## src/rtl/fp16_pkg.sv

```systemverilog
// Shared types and constants for the FP16 add sequencer.
// Field helpers keep the operand classification in one place.
package fp16_pkg;

  localparam int EXP_W = 5;
  localparam int MAN_W = 10;
  localparam int BIAS  = 15;

  localparam logic [15:0] QNAN = 16'h7E00;
  localparam logic [15:0] PINF = 16'h7C00;

  typedef enum logic [2:0] {
    IDLE,
    CMP,
    EXP,
    MAN,
    NORM,
    DONE
  } state_t;

  function automatic logic is_nan(input logic [15:0] x);
    return (&x[14:10]) && (|x[9:0]);
  endfunction

  function automatic logic is_inf(input logic [15:0] x);
    return (&x[14:10]) && !(|x[9:0]);
  endfunction

  // Denormals become signed zero so the hidden bit stays clear.
  function automatic logic [15:0] flush(input logic [15:0] x);
    return (x[14:10] == '0) ? {x[15], 15'b0} : x;
  endfunction

  function automatic logic [MAN_W:0] mant(input logic [15:0] x);
    return {|x[14:10], x[9:0]};
  endfunction

endpackage

```

## src/rtl/fp16_lzc.sv

```systemverilog
// Leading-zero count of an 11-bit mantissa field.
// All-zero input reports 11.
module fp16_lzc (
  input  logic [10:0] value,
  output logic [3:0]  count
);

  always_comb begin
    count = 4'd11;
    for (int i = 0; i < 11; i++) begin
      if (value[i]) count = 4'(10 - i);
    end
  end

endmodule

```

## src/rtl/fp16_add_sequencer.sv

```systemverilog
// FP16 adder controller: four passes through one external
// shared integer adder per operation.
module fp16_add_sequencer
  import fp16_pkg::*;
#(
  parameter int ADD_W = 16
) (
  input  logic             clk,
  input  logic             rst_n,
  input  logic             start_valid,
  output logic             start_ready,
  input  logic [15:0]      op_a,
  input  logic [15:0]      op_b,
  output logic             result_valid,
  input  logic             result_ready,
  output logic [15:0]      result,
  output logic [ADD_W-1:0] add_a,
  output logic [ADD_W-1:0] add_b,
  output logic             add_cin,
  input  logic [ADD_W:0]   add_sum
);

  localparam int MW = MAN_W + 1;

  state_t state;

  logic [15:0]      a_r;
  logic [15:0]      b_r;
  logic             spec_r;
  logic [15:0]      spec_val;
  logic             sign_r;
  logic [EXP_W-1:0] e_big;
  logic [EXP_W-1:0] e_small;
  logic [MW-1:0]    m_big;
  logic [MW-1:0]    m_small;
  logic [MW:0]      sum_r;

  logic             eff_sub;
  logic [3:0]       lzc;
  logic [MW-1:0]    shl;
  logic [MAN_W-1:0] man_n;
  logic signed [ADD_W-1:0] exp_adj;
  logic [15:0]      res_n;
  logic [EXP_W-1:0] diff;

  logic nan_in;
  logic inf_a;
  logic inf_b;

  fp16_lzc u_lzc (
    .value (sum_r[MW-1:0]),
    .count (lzc)
  );

  assign eff_sub = a_r[15] ^ b_r[15];
  assign diff    = add_sum[EXP_W-1:0];

  assign inf_a  = is_inf(op_a);
  assign inf_b  = is_inf(op_b);
  assign nan_in = is_nan(op_a) || is_nan(op_b)
               || (inf_a && inf_b && (op_a[15] != op_b[15]));

  always_comb begin
    add_a   = '0;
    add_b   = '0;
    add_cin = 1'b0;
    unique case (state)
      CMP: begin
        add_a   = ADD_W'(a_r[14:0]);
        add_b   = ~ADD_W'(b_r[14:0]);
        add_cin = 1'b1;
      end
      EXP: begin
        add_a   = ADD_W'(e_big);
        add_b   = ~ADD_W'(e_small);
        add_cin = 1'b1;
      end
      MAN: begin
        add_a   = ADD_W'(m_big);
        add_b   = eff_sub ? ~ADD_W'(m_small) : ADD_W'(m_small);
        add_cin = eff_sub;
      end
      NORM: begin
        add_a = ADD_W'(e_big);
        if (sum_r[MW]) begin
          add_b = ADD_W'(1);
        end else begin
          add_b   = ~ADD_W'(lzc);
          add_cin = 1'b1;
        end
      end
      default: ;
    endcase
  end

  // Adjusted exponent is signed: left shifts can push it below zero.
  assign exp_adj = $signed(add_sum[ADD_W-1:0]);
  assign shl     = sum_r[MW-1:0] << lzc;
  assign man_n   = sum_r[MW] ? sum_r[MW-1:1] : shl[MAN_W-1:0];

  always_comb begin
    if (spec_r)
      res_n = spec_val;
    else if (sum_r == '0)
      res_n = '0;
    else if (exp_adj <= 0)
      res_n = {sign_r, 15'b0};
    else if (exp_adj >= 31)
      res_n = {sign_r, PINF[14:0]};
    else
      res_n = {sign_r, exp_adj[EXP_W-1:0], man_n};
  end

  always_ff @(posedge clk or negedge rst_n) begin
    if (!rst_n) begin
      state        <= IDLE;
      start_ready  <= 1'b0;
      result_valid <= 1'b0;
      result       <= '0;
      a_r          <= '0;
      b_r          <= '0;
      spec_r       <= 1'b0;
      spec_val     <= '0;
      sign_r       <= 1'b0;
      e_big        <= '0;
      e_small      <= '0;
      m_big        <= '0;
      m_small      <= '0;
      sum_r        <= '0;
    end else begin
      unique case (state)
        IDLE: begin
          if (start_valid && start_ready) begin
            a_r         <= flush(op_a);
            b_r         <= flush(op_b);
            spec_r      <= nan_in || inf_a || inf_b;
            spec_val    <= nan_in ? QNAN : (inf_a ? op_a : op_b);
            start_ready <= 1'b0;
            state       <= CMP;
          end else begin
            start_ready <= 1'b1;
          end
        end
        CMP: begin
          if (add_sum[ADD_W]) begin
            sign_r  <= a_r[15];
            e_big   <= a_r[14:10];
            m_big   <= mant(a_r);
            e_small <= b_r[14:10];
            m_small <= mant(b_r);
          end else begin
            sign_r  <= b_r[15];
            e_big   <= b_r[14:10];
            m_big   <= mant(b_r);
            e_small <= a_r[14:10];
            m_small <= mant(a_r);
          end
          state <= EXP;
        end
        EXP: begin
          m_small <= (diff >= EXP_W'(12)) ? '0 : (m_small >> diff);
          state   <= MAN;
        end
        MAN: begin
          sum_r <= add_sum[MW:0];
          state <= NORM;
        end
        NORM: begin
          result       <= res_n;
          result_valid <= 1'b1;
          state        <= DONE;
        end
        DONE: begin
          if (result_ready) begin
            result_valid <= 1'b0;
            start_ready  <= 1'b1;
            state        <= IDLE;
          end
        end
        default: state <= IDLE;
      endcase
    end
  end

endmodule
```

## config.mk

```make
export PLATFORM = sky130hd
export DESIGN_NAME = fp16_add_sequencer
export DESIGN_NICKNAME = d
export VERILOG_FILES = /design/src/rtl/fp16_pkg.sv /design/src/rtl/fp16_lzc.sv /design/src/rtl/fp16_add_sequencer.sv
export SDC_FILE = /design/constraint.sdc
export NUM_CORES = 1
export LEC_CHECK = 0
export CORE_ASPECT_RATIO = 1.4
export CORE_UTILIZATION = 54
export CTS_CLUSTER_DIAMETER = 40
export DETAILED_ROUTE_END_ITERATION = 16
export PLACE_DENSITY = 0.8
export SLEW_MARGIN = 30
export SYNTH_ARGS = -nofsm -noshare
export SYNTH_HDL_FRONTEND = slang
export SYNTH_HIERARCHICAL = 1
export SYNTH_SLANG_ARGS = --single-unit
export TNS_END_PERCENT = 10
```

## constraint.sdc

```tcl
create_clock -name clk -period 6 [get_ports clk]
set_input_delay 1.5 -clock clk [delete_from_list [all_inputs] [get_ports clk]]
set_output_delay 1.5 -clock clk [all_outputs]
set_load 0.005 [all_outputs]
```

==> impl_metrics.env, run 1 <==
export IMPL_drtAntennaViolNets=0
export IMPL_period_share_pct=78.4
export IMPL_die_height_um=133
export IMPL_synth_top_family_by_area="compound AO/OA/AOI/OAI gates"
export IMPL_synth_cell_types=70
export IMPL_syn_inst=707
export IMPL_cts_buffers=17
export IMPL_dp_cells=911
export IMPL_synth_simple_gate_area_share_pct=17.4
export IMPL_clockBufferDepth=2
export IMPL_synth_area_leaders="dfrtp_1, mux2i_1, nand2_1"
export IMPL_synth_avg_cell_area_um2=9.42
export IMPL_p_total_mw=4.95
export IMPL_synthAdderAreaFrac_pct=0
export IMPL_synth_seq_area_share_pct=43.2
export IMPL_core_um2=11900
export IMPL_max_vdd_ir_drop_uv=302
export IMPL_io_pins=104
export IMPL_finalSetupViolCount=0
export IMPL_max_cap_viol_count=0
export IMPL_instances_no_fill=943
export IMPL_slew_headroom_pct=44.5
export IMPL_synthMuxAreaShare_pct=10.8
export IMPL_slowest_delay_ns=0.70
export IMPL_run_status="finished, final reports clean"
export IMPL_synthXorXnorAreaFrac_pct=1.71
export IMPL_viasPerCell=6.49
export IMPL_skew_ns=0.00820
export IMPL_async_flop_share_pct=100
export IMPL_setup_tns_ns=0
export IMPL_chipWidth_um=95.9
export IMPL_antenna_found_initial=0
export IMPL_fin_crit_ns=4.71
export IMPL_drive_above_1_share_pct=9.67
export IMPL_critPathKind="flip-flop to output port"
export IMPL_area_delta_synth_final_pct=23.6
export IMPL_grt_overflow=0
export IMPL_max_freq_ghz=0.212
export IMPL_crit_family="simple AND/OR/NAND/NOR gates"
export IMPL_synth_compound_area_share_pct=22.2
export IMPL_synth_top_area_share_pct=43.2
export IMPL_grt_usage_pct=33.2
export IMPL_grt_pass1_wl_mm=31.7
export IMPL_place_congestion=0.924
export IMPL_worstHoldPathType="flip-flop to flip-flop"
export IMPL_path_clk_slew_ns=0.05
export IMPL_crit_path_end_kind="output port"
export IMPL_syn_area_um2=6660
export IMPL_p_leak_nw=3.54
export IMPL_synth_nets=760
export IMPL_critPathBufInv=2
export IMPL_powerDensity_nw_per_um2=601
export IMPL_start_kind="flip-flop"
export IMPL_ys_warnings_count=6
export IMPL_fin_nets=836
export IMPL_required_ns=4.50
export IMPL_insertion_delay_ns=0.41
export IMPL_ys_ff_latch=115
export IMPL_wirelength_mm=20.1
export IMPL_vias=6119
export IMPL_drt_iter0_markers=436
export IMPL_fin_util_pct=68.9
export IMPL_cp_data_arrival_time_ns=3.21
export IMPL_drcViolationCount=0
export IMPL_hold_violations=0
export IMPL_hold_buffers=0
export IMPL_synth_edf_count=0
export IMPL_dominantRegCellSynth="dfrtp_1"
export IMPL_dieArea_um2=12800
export IMPL_crit_chain="inv_2, nor2_1, and2_1, a21boi_0, o21ai_0, clkdlybuf4s50_1"
export IMPL_cts_sinks=115
export IMPL_firstDrtPassIters=5
export IMPL_grt_pass1_vias=5967
export IMPL_tightest_slew_ns=0.830
export IMPL_htreeDepth=4
export IMPL_post_cts_buffers=0
export IMPL_post_cts_resized=0
export IMPL_rsz0062_at_grt="no"
export IMPL_io_buffers=102
export IMPL_grt_max_degree=79
export IMPL_cts_tree="yes"
export IMPL_cp_max_fo=21
export IMPL_crit_slowest_cell="and2_1"
export IMPL_clockRootBuffer="clkbuf_16"
export IMPL_slew_violations=0
export IMPL_rows=47
export IMPL_synth_largest_area_cell="dfrtp_1"
export IMPL_dp_hpwl_mm=14.2
export IMPL_start_util_pct=55.8
export IMPL_wl_per_cell_um=21.3
export IMPL_diodes=0
[sequential cells by signal, summed over array words and instances, names as in the netlist]
register,cells
spec_val,16
start_ready,1
sign_r,1
sum_r,12
a_r,16
m_big,11
state,3
e_big,5
b_r,16
spec_r,1
e_small,5
m_small,11
result,16
result_valid,1
[cell usage after synthesis (all sizes together) (2+ instances only)]
library cell,instances
nor4,10
o22ai,6
clkbuf,21
mux4,6
nor2,52
o41ai,2
mux2i,48
and2,2
a21o,3
nand3b,3
xnor2,12
or4,5
and3,15
buf,33
inv,5
nor2b,7
a22oi,10
a221o,3
nand3,7
o21bai,2
o21ai,51
nand2,121
dfrtp,115
a2111oi,2
o31ai,4
o21a,2
a21oi,42
mux2,9
a31oi,5
and4,2
a211oi,2
o221ai,9
a211o,2
nor3,6
o22a,15
a22o,39
nand2b,10
a21boi,2
nor3b,2
or3,2
[layout make-up]
type                    instances  area [um^2]
repair buffers                111         1090
clock buffers                  20          457
fillers                       936         3710
multi-input cells             533         3480
clock inverters                12          130
flip-flops and latches        115         2880
inverters                       5         18.8
well taps                     147          184
[metal layers]
layer	up-vias	global-route usage (%)	part of all wire, %
met1	2983	41.6	39
met5	-	0	0
met4	0	19.4	5.2
met2	327	53.6	50
li1	2739	-	-
met3	70	5.37	5.8
[cell families (layout without fill, tap and decap cells)]
kind of cell,count (synthesis),count (layout)
compound gates,208,208
xor+xnor,13,13
buf+inv,59,148
flops,115,115
mux,63,63
other cells,1,1
simple gates,248,248
[worst min-delay path, cell delays in order, from the launching register on]
cell and delay (ns):
dfrtp_1 0.34, nand2_1 0.05, o21ai_0 0.06
[path summary, 6_finish.rpt]
kind	startpoint	to	slack [ns]	cells past startpoint
min reg2reg	m_big[6]	m_big[6]	0.49	2
max reg2reg	state[1]	m_small[0]	3.27	6
min in group asynchronous	rst_n	a_r[5]	1.13	1
min	m_big[6]	m_big[6]	0.49	2
max	state[1]	add_b[13]	1.29	6
max in group asynchronous	rst_n	result[12]	3.90	2
[layout by cell type (no fill, tap or decap), types with 15 or more instances in the layout]
cell and count:
a21oi_1 40, a22o_1 38, and3_1 15, clkbuf_16 17, clkdlybuf4s50_1 100, dfrtp_1 115
mux2i_1 48, nand2_1 119, nor2_1 51, o21ai_0 48, o22a_1 15
[stage by stage]
stage | setup WS, ns | hold slack (ns) | cell area (um^2)
CTS | 1.32 | 0.491 | 8220
floorplan | 2.95 | 0.444 | 6660
finish | 1.29 | 0.489 | 8230
detailed placement | 1.80 | 0.479 | 7640
global placement | 1.88 | 0.466 | 7640
global route | 1.07 | 0.525 | 8230
[power breakdown]
part	leakage (nW)	internal [mW]	switching, mW
Sequential	1.42	1.13	0.527
Combinational	1.84	1.19	1.11
Clock	0.275	0.632	0.360
Note: power is estimated with default switching activity, not from simulation.
==> run 2, diff against run 1 <==
==> constraint.sdc (replaced) <==
create_clock -name clk -period 4.6 [get_ports clk]
set_input_delay 1.15 -clock clk [delete_from_list [all_inputs] [get_ports clk]]
set_output_delay 1.15 -clock clk [all_outputs]
set_load 0.005 [all_outputs]
==> run 2 against run 1 <==
Flip-flop and latch count stayed put. Largest cell class unchanged. First-iteration DRC count grew 27%. Register-to-register slack worse by 1.3 ns. Clock skew grew 0.0015 ns.
==> impl_metrics.env, run 2 (synthesis results as in run 1) <==
export IMPL_p_total_mw=6.59
export IMPL_insertion_delay_ns=0.42
export IMPL_fin_hold_ws_ns=0.483
export IMPL_start_kind="flip-flop"
export IMPL_hold_buffers=0
export IMPL_run_status="finished, final reports clean"
export IMPL_cts_buffers=17
export IMPL_slowest_delay_ns=0.66
export IMPL_crit_chain="inv_2, nor2_1, nand2_1, o21ai_0, clkdlybuf4s50_1"
export IMPL_cts_tree="yes"
export IMPL_layout_commonest_cell="nand2_1"
export IMPL_p_seq_share_pct=32.7
export IMPL_rows=47
export IMPL_start_util_pct=55.8
export IMPL_timing_rr_start="sum_r[1]"
export IMPL_finalSetupViolCount=0
export IMPL_grt_pass1_vias=5917
export IMPL_busiest_layer="met2"
export IMPL_fin_crit_ns=4.03
export IMPL_wl_per_cell_um=21.0
export IMPL_place_congestion=0.958
export IMPL_drtAntennaViolNets=0
export IMPL_rsz0062_at_grt="no"
export IMPL_clkPwrFrac_pct=21.5
export IMPL_vias=6095
export IMPL_use_met1_pct=40.6
export IMPL_viasPerCell=6.44
export IMPL_use_met3_pct=6.68
export IMPL_final_cell_mix="nand2_1, dfrtp_1, clkdlybuf4s50_1"
export IMPL_area_delta_synth_final_pct=24.6
export IMPL_grt_pass1_wl_mm=31.6
export IMPL_wirelength_mm=19.9
export IMPL_firstDrtPassIters=6
export IMPL_hold_violations=0
export IMPL_use_met2_pct=53.7
export IMPL_startpoint="state[1]"
export IMPL_nFillCells=908
export IMPL_p_int_mw=3.97
export IMPL_cp_data_arrival_time_ns=2.88
export IMPL_die_height_um=133
export IMPL_io_buffers=102
export IMPL_crit_family="simple AND/OR/NAND/NOR gates"
export IMPL_min_from="result[1]"
export IMPL_clockRootBuffer="clkbuf_16"
export IMPL_drcViolationCount=0
export IMPL_max_freq_ghz=0.248
export IMPL_dp_cells=914
export IMPL_instances_no_fill=946
export IMPL_antenna_found_initial=0
export IMPL_setup_tns_ns=0
export IMPL_crit_path_end_kind="output port"
export IMPL_grt_max_degree=78
export IMPL_htreeDepth=4
export IMPL_post_cts_resized=0
export IMPL_slew_violations=0
export IMPL_path_clk_slew_ns=0.06
export IMPL_cts_sinks=115
export IMPL_dp_slack_ns=1.04
export IMPL_diodes=0
export IMPL_dp_hpwl_mm=14.1
export IMPL_slew_headroom_pct=36.6
export IMPL_max_cap_viol_count=0
export IMPL_io_pins=104
export IMPL_crit_slowest_cell="dfrtp_1"
export IMPL_p_sw_mw=2.61
export IMPL_comb_power_share_pct=45.8
export IMPL_clockBufferDepth=2
export IMPL_chipWidth_um=95.9
export IMPL_drive_above_1_share_pct=10.1
export IMPL_core_um2=11900
export IMPL_required_ns=3.45
export IMPL_dieArea_um2=12800
export IMPL_setup_ws_ns=0.570
export IMPL_grt_usage_pct=32.9
export IMPL_period_share_pct=87.6
export IMPL_grt_overflow=0
export IMPL_post_cts_buffers=0
export IMPL_tightest_slew_ns=0.950
export IMPL_critPathBufInv=2
export IMPL_p_leak_nw=3.59
export IMPL_fin_nets=839
export IMPL_critPathKind="flip-flop to output port"
export IMPL_drt_iter0_markers=555
export IMPL_worstHoldPathType="flip-flop to flip-flop"
export IMPL_cp_max_fo=22
export IMPL_powerDensity_nw_per_um2=793
export IMPL_skew_ns=0.00970
export IMPL_swShare_pct=39.7
export IMPL_max_vdd_ir_drop_uv=532
## run 2: changes by cell type in the layout (fill, tap and decap cells not counted)
cell,delta
or4_2,+1
clkinv_2,-1
clkinv_4,+4
or4_1,-1
buf_4,+2
buf_2,+1
bufinv_16,+2
clkinvlp_4,-3
inv_6,-2
## run 2: final timing paths
kind	to	slack [ns]	depth (start not counted)
max	add_b[0]	0.57	5
min	result[1]	0.48	2
max reg2reg	result[9]	1.99	9
min reg2reg	result[1]	0.48	2
max in group asynchronous	spec_r	3.05	2
min in group asynchronous	m_big[6]	0.77	1
## run 2: cell type report
| type | count | area [um^2] | area share (%) |
|---|---|---|---|
| multi-input cells | 533 | 3480 | 41.9 |
| flip-flops and latches | 115 | 2880 | 34.7 |
| repair buffers | 114 | 1110 | 13.3 |
| clock buffers | 20 | 457 | 5.50 |
| well taps | 147 | 184 | 2.22 |
| clock inverters | 12 | 180 | 2.17 |
| inverters | 5 | 18.8 | 0.226 |
## run 2: metal layers
metal	wire [um]	vias up
li1	-	2752
met2	9940	327
met5	0	-
met3	1380	63
met1	7700	2953
met4	849	0
## run 2: worst reg2reg max path: cells and delay by family, from the launching register on
family                 cells  cell delay (ns)
muxes                      2             0.70
DFF                        1             0.58
AOI/OAI and AO/OA          4             0.67
buffers and inverters      1             0.27
and+or+nand+nor            2             0.26
## run 2: metrics by stage
step           instance area [um^2]  utilization [%]
3_5_place_dp                   7660             64.2
5_1_grt                        8300             69.5
6_report                       8300             69.5
3_3_place_gp                   7660             64.2
2_1_floorplan                  6660                -
4_1_cts                        8300             69.5
## run 2: power by group through the flow
stage | Clock, mW | Combinational (mW) | Sequential, mW
detailed placement | 0 | 2.95 | 2.14
finish | 1.42 | 3.01 | 2.16
global placement | 0 | 2.89 | 2.12
global route | 1.46 | 3.28 | 2.21
CTS | 1.42 | 2.99 | 2.13
floorplan | 0 | 2.07 | 1.82
==> run 3, diff against run 2 <==
--- a/config.mk
+++ b/config.mk
@@ -5,11 +5,10 @@
 export SDC_FILE = /design/constraint.sdc
 export NUM_CORES = 1
 export LEC_CHECK = 0
-export CORE_ASPECT_RATIO = 1.4
-export CORE_UTILIZATION = 54
+export CORE_ASPECT_RATIO = 1.5
+export CORE_UTILIZATION = 39
 export CTS_CLUSTER_DIAMETER = 40
 export DETAILED_ROUTE_END_ITERATION = 16
-export PLACE_DENSITY = 0.8
 export SLEW_MARGIN = 30
 export SYNTH_ARGS = -nofsm -noshare
 export SYNTH_HDL_FRONTEND = slang
==> constraint.sdc (replaced) <==
create_clock -name clk -period 4.46 [get_ports clk]
set_input_delay 1.115 -clock clk [delete_from_list [all_inputs] [get_ports clk]]
set_output_delay 1.115 -clock clk [all_outputs]
set_load 0.005 [all_outputs]
==> run 3 against run 2 <==
Global-route usage down 8.0 points. Sequential power about the same. Clock skew down 0.0012 ns. Register-to-register slack worse by 0.15 ns. Sequential share of layout area down 0.22 points. Setup slack worse by 0.094 ns. Non-clock buffer count up 3. Worst hold slack worse by 0.0046 ns. Clock power down 4%. Utilization down 20 points. Largest cell class unchanged.
==> impl_metrics.env, run 3 (synthesis results as in run 1) <==
export IMPL_drtAntennaViolNets=0
export IMPL_critPathKind="flip-flop to output port"
export IMPL_fin_hold_ws_ns=0.478
export IMPL_timing_rr_start="sum_r[4]"
export IMPL_grt_pass1_vias=5778
export IMPL_slew_violations=0
export IMPL_run_status="finished, final reports clean"
export IMPL_hold_end="result_valid"
export IMPL_drt_iter0_markers=398
export IMPL_firstDrtPassIters=5
export IMPL_powerDensity_nw_per_um2=804
export IMPL_critPathBufInv=2
export IMPL_clockRootBuffer="clkbuf_16"
export IMPL_wirelength_mm=20.9
export IMPL_die_height_um=162
export IMPL_place_congestion=0.914
export IMPL_drive_above_1_share_pct=10.1
export IMPL_diodes=0
export IMPL_slowest_delay_ns=0.67
export IMPL_cts_tree="yes"
export IMPL_final_cell_mix="nand2_1, dfrtp_1, clkdlybuf4s50_1"
export IMPL_io_buffers=102
export IMPL_p_leak_nw=3.58
export IMPL_rrSetupSlack_ns=1.84
export IMPL_grt_max_degree=61
export IMPL_cp_max_fo=22
export IMPL_crit_chain="inv_2, nor2_1, nand2_1, o221ai_1, clkdlybuf4s50_1"
export IMPL_path_clk_slew_ns=0.05
export IMPL_skew_ns=0.00846
export IMPL_max_cap_viol_count=0
export IMPL_crit_family="simple AND/OR/NAND/NOR gates"
export IMPL_slew_headroom_pct=43.9
export IMPL_r2r_end="result[9]"
export IMPL_cts_sinks=115
export IMPL_core_um2=16800
export IMPL_period_share_pct=89.3
export IMPL_dieArea_um2=17600
export IMPL_vias=5886
export IMPL_crit_slowest_cell="dfrtp_1"
export IMPL_grt_usage_pct=24.8
export IMPL_post_cts_resized=0
export IMPL_htreeDepth=4
export IMPL_required_ns=3.35
export IMPL_worstRegToRegCells=9
export IMPL_grt_overflow=0
export IMPL_rsz0062_at_grt="no"
export IMPL_dp_hpwl_mm=15.5
export IMPL_io_pins=104
export IMPL_min_path_cells=2
export IMPL_setup_tns_ns=0
export IMPL_drcViolationCount=0
export IMPL_wl_per_cell_um=20.7
export IMPL_insertion_delay_ns=0.42
export IMPL_hold_buffers=0
export IMPL_rows=58
export IMPL_start_util_pct=39.7
export IMPL_crit_path_end_kind="output port"
export IMPL_min_from="result_valid"
export IMPL_fin_crit_ns=3.98
export IMPL_viasPerCell=5.82
export IMPL_cts_buffers=17
export IMPL_clockBufferDepth=2
export IMPL_max_vdd_ir_drop_uv=452
export IMPL_post_cts_buffers=0
export IMPL_p_total_mw=6.72
export IMPL_cp_data_arrival_time_ns=2.87
export IMPL_start_kind="flip-flop"
export IMPL_grt_pass1_wl_mm=32.7
export IMPL_area_delta_synth_final_pct=25.5
export IMPL_layout_commonest_cell="nand2_1"
export IMPL_fin_nets=842
export IMPL_antenna_found_initial=0
export IMPL_finalSetupViolCount=0
export IMPL_tightest_slew_ns=0.839
export IMPL_max_freq_ghz=0.251
export IMPL_hold_violations=0
export IMPL_chipWidth_um=109
export IMPL_worstHoldPathType="flip-flop to flip-flop"
[run 3: changes by cell type in the layout (fill, tap and decap cells not counted)]
cell,delta
clkbuf_8,-1
buf_6,-1
nor4_4,+1
clkbuf_1,+2
bufinv_16,-1
clkinv_4,-3
nor4_2,-1
buf_4,+4
clkinv_2,+2
[run 3: final cells by class]
| type | instances | area, um^2 |
|---|---|---|
| repair buffers | 117 | 1130 |
| flip-flops and latches | 115 | 2880 |
| clock inverters | 10 | 134 |
| clock buffers | 21 | 450 |
| multi-input cells | 533 | 3490 |
| inverters | 5 | 18.8 |
| well taps | 210 | 263 |
| fillers | 1562 | 8410 |
[run 3: worst max path at each step]
stage	startpoint	to	cells past startpoint
after global placement	state[1]	add_a[6]	4
after global routing	state[1]	add_b[3]	5
final	state[1]	add_b[1]	5
after floorplan	sum_r[4]	add_b[0]	8
after CTS	state[1]	add_b[1]	5
after detailed placement	state[1]	add_b[1]	5
[run 3: report_power, final]
group | switching (mW) | internal, mW | leakage (nW)
clock network | 0.489 | 0.885 | 0.283
registers | 0.651 | 1.53 | 1.42
logic | 1.55 | 1.62 | 1.87
[run 3: metrics by stage]
stage | cells | setup WS [ns] | area [um^2] | utilization [%]
after floorplan | 707 | 1.80 | 6660 | -
after global placement | 980 | 0.998 | 7770 | 46.4
after detailed placement | 980 | 0.871 | 7770 | 46.4
after CTS | 1011 | 0.422 | 8360 | 49.8
after global routing | 1011 | 0.259 | 8360 | 49.8
final | 1011 | 0.476 | 8360 | 49.8
[run 3: worst reg2reg max path: stages (launching register included)]
cell and delay [ns]:
dfrtp_1 0.53, nor2_1 0.22, a221oi_2 0.10, o41ai_2 0.25, buf_4 0.29, mux4_2 0.53, mux2i_1 0.15, nor2_1 0.07
a2111oi_2 0.29, a21oi_1 0.07
[run 3: metal layers]
layer  vias up  global-route usage (%)  routed length [um]
li1       2749                       -                   -
met1      2901                    30.5                8390
met2       202                    43.0               10900
met3        34                    3.61                1020
met4         0                    10.3                 632
met5         -                       0                   0
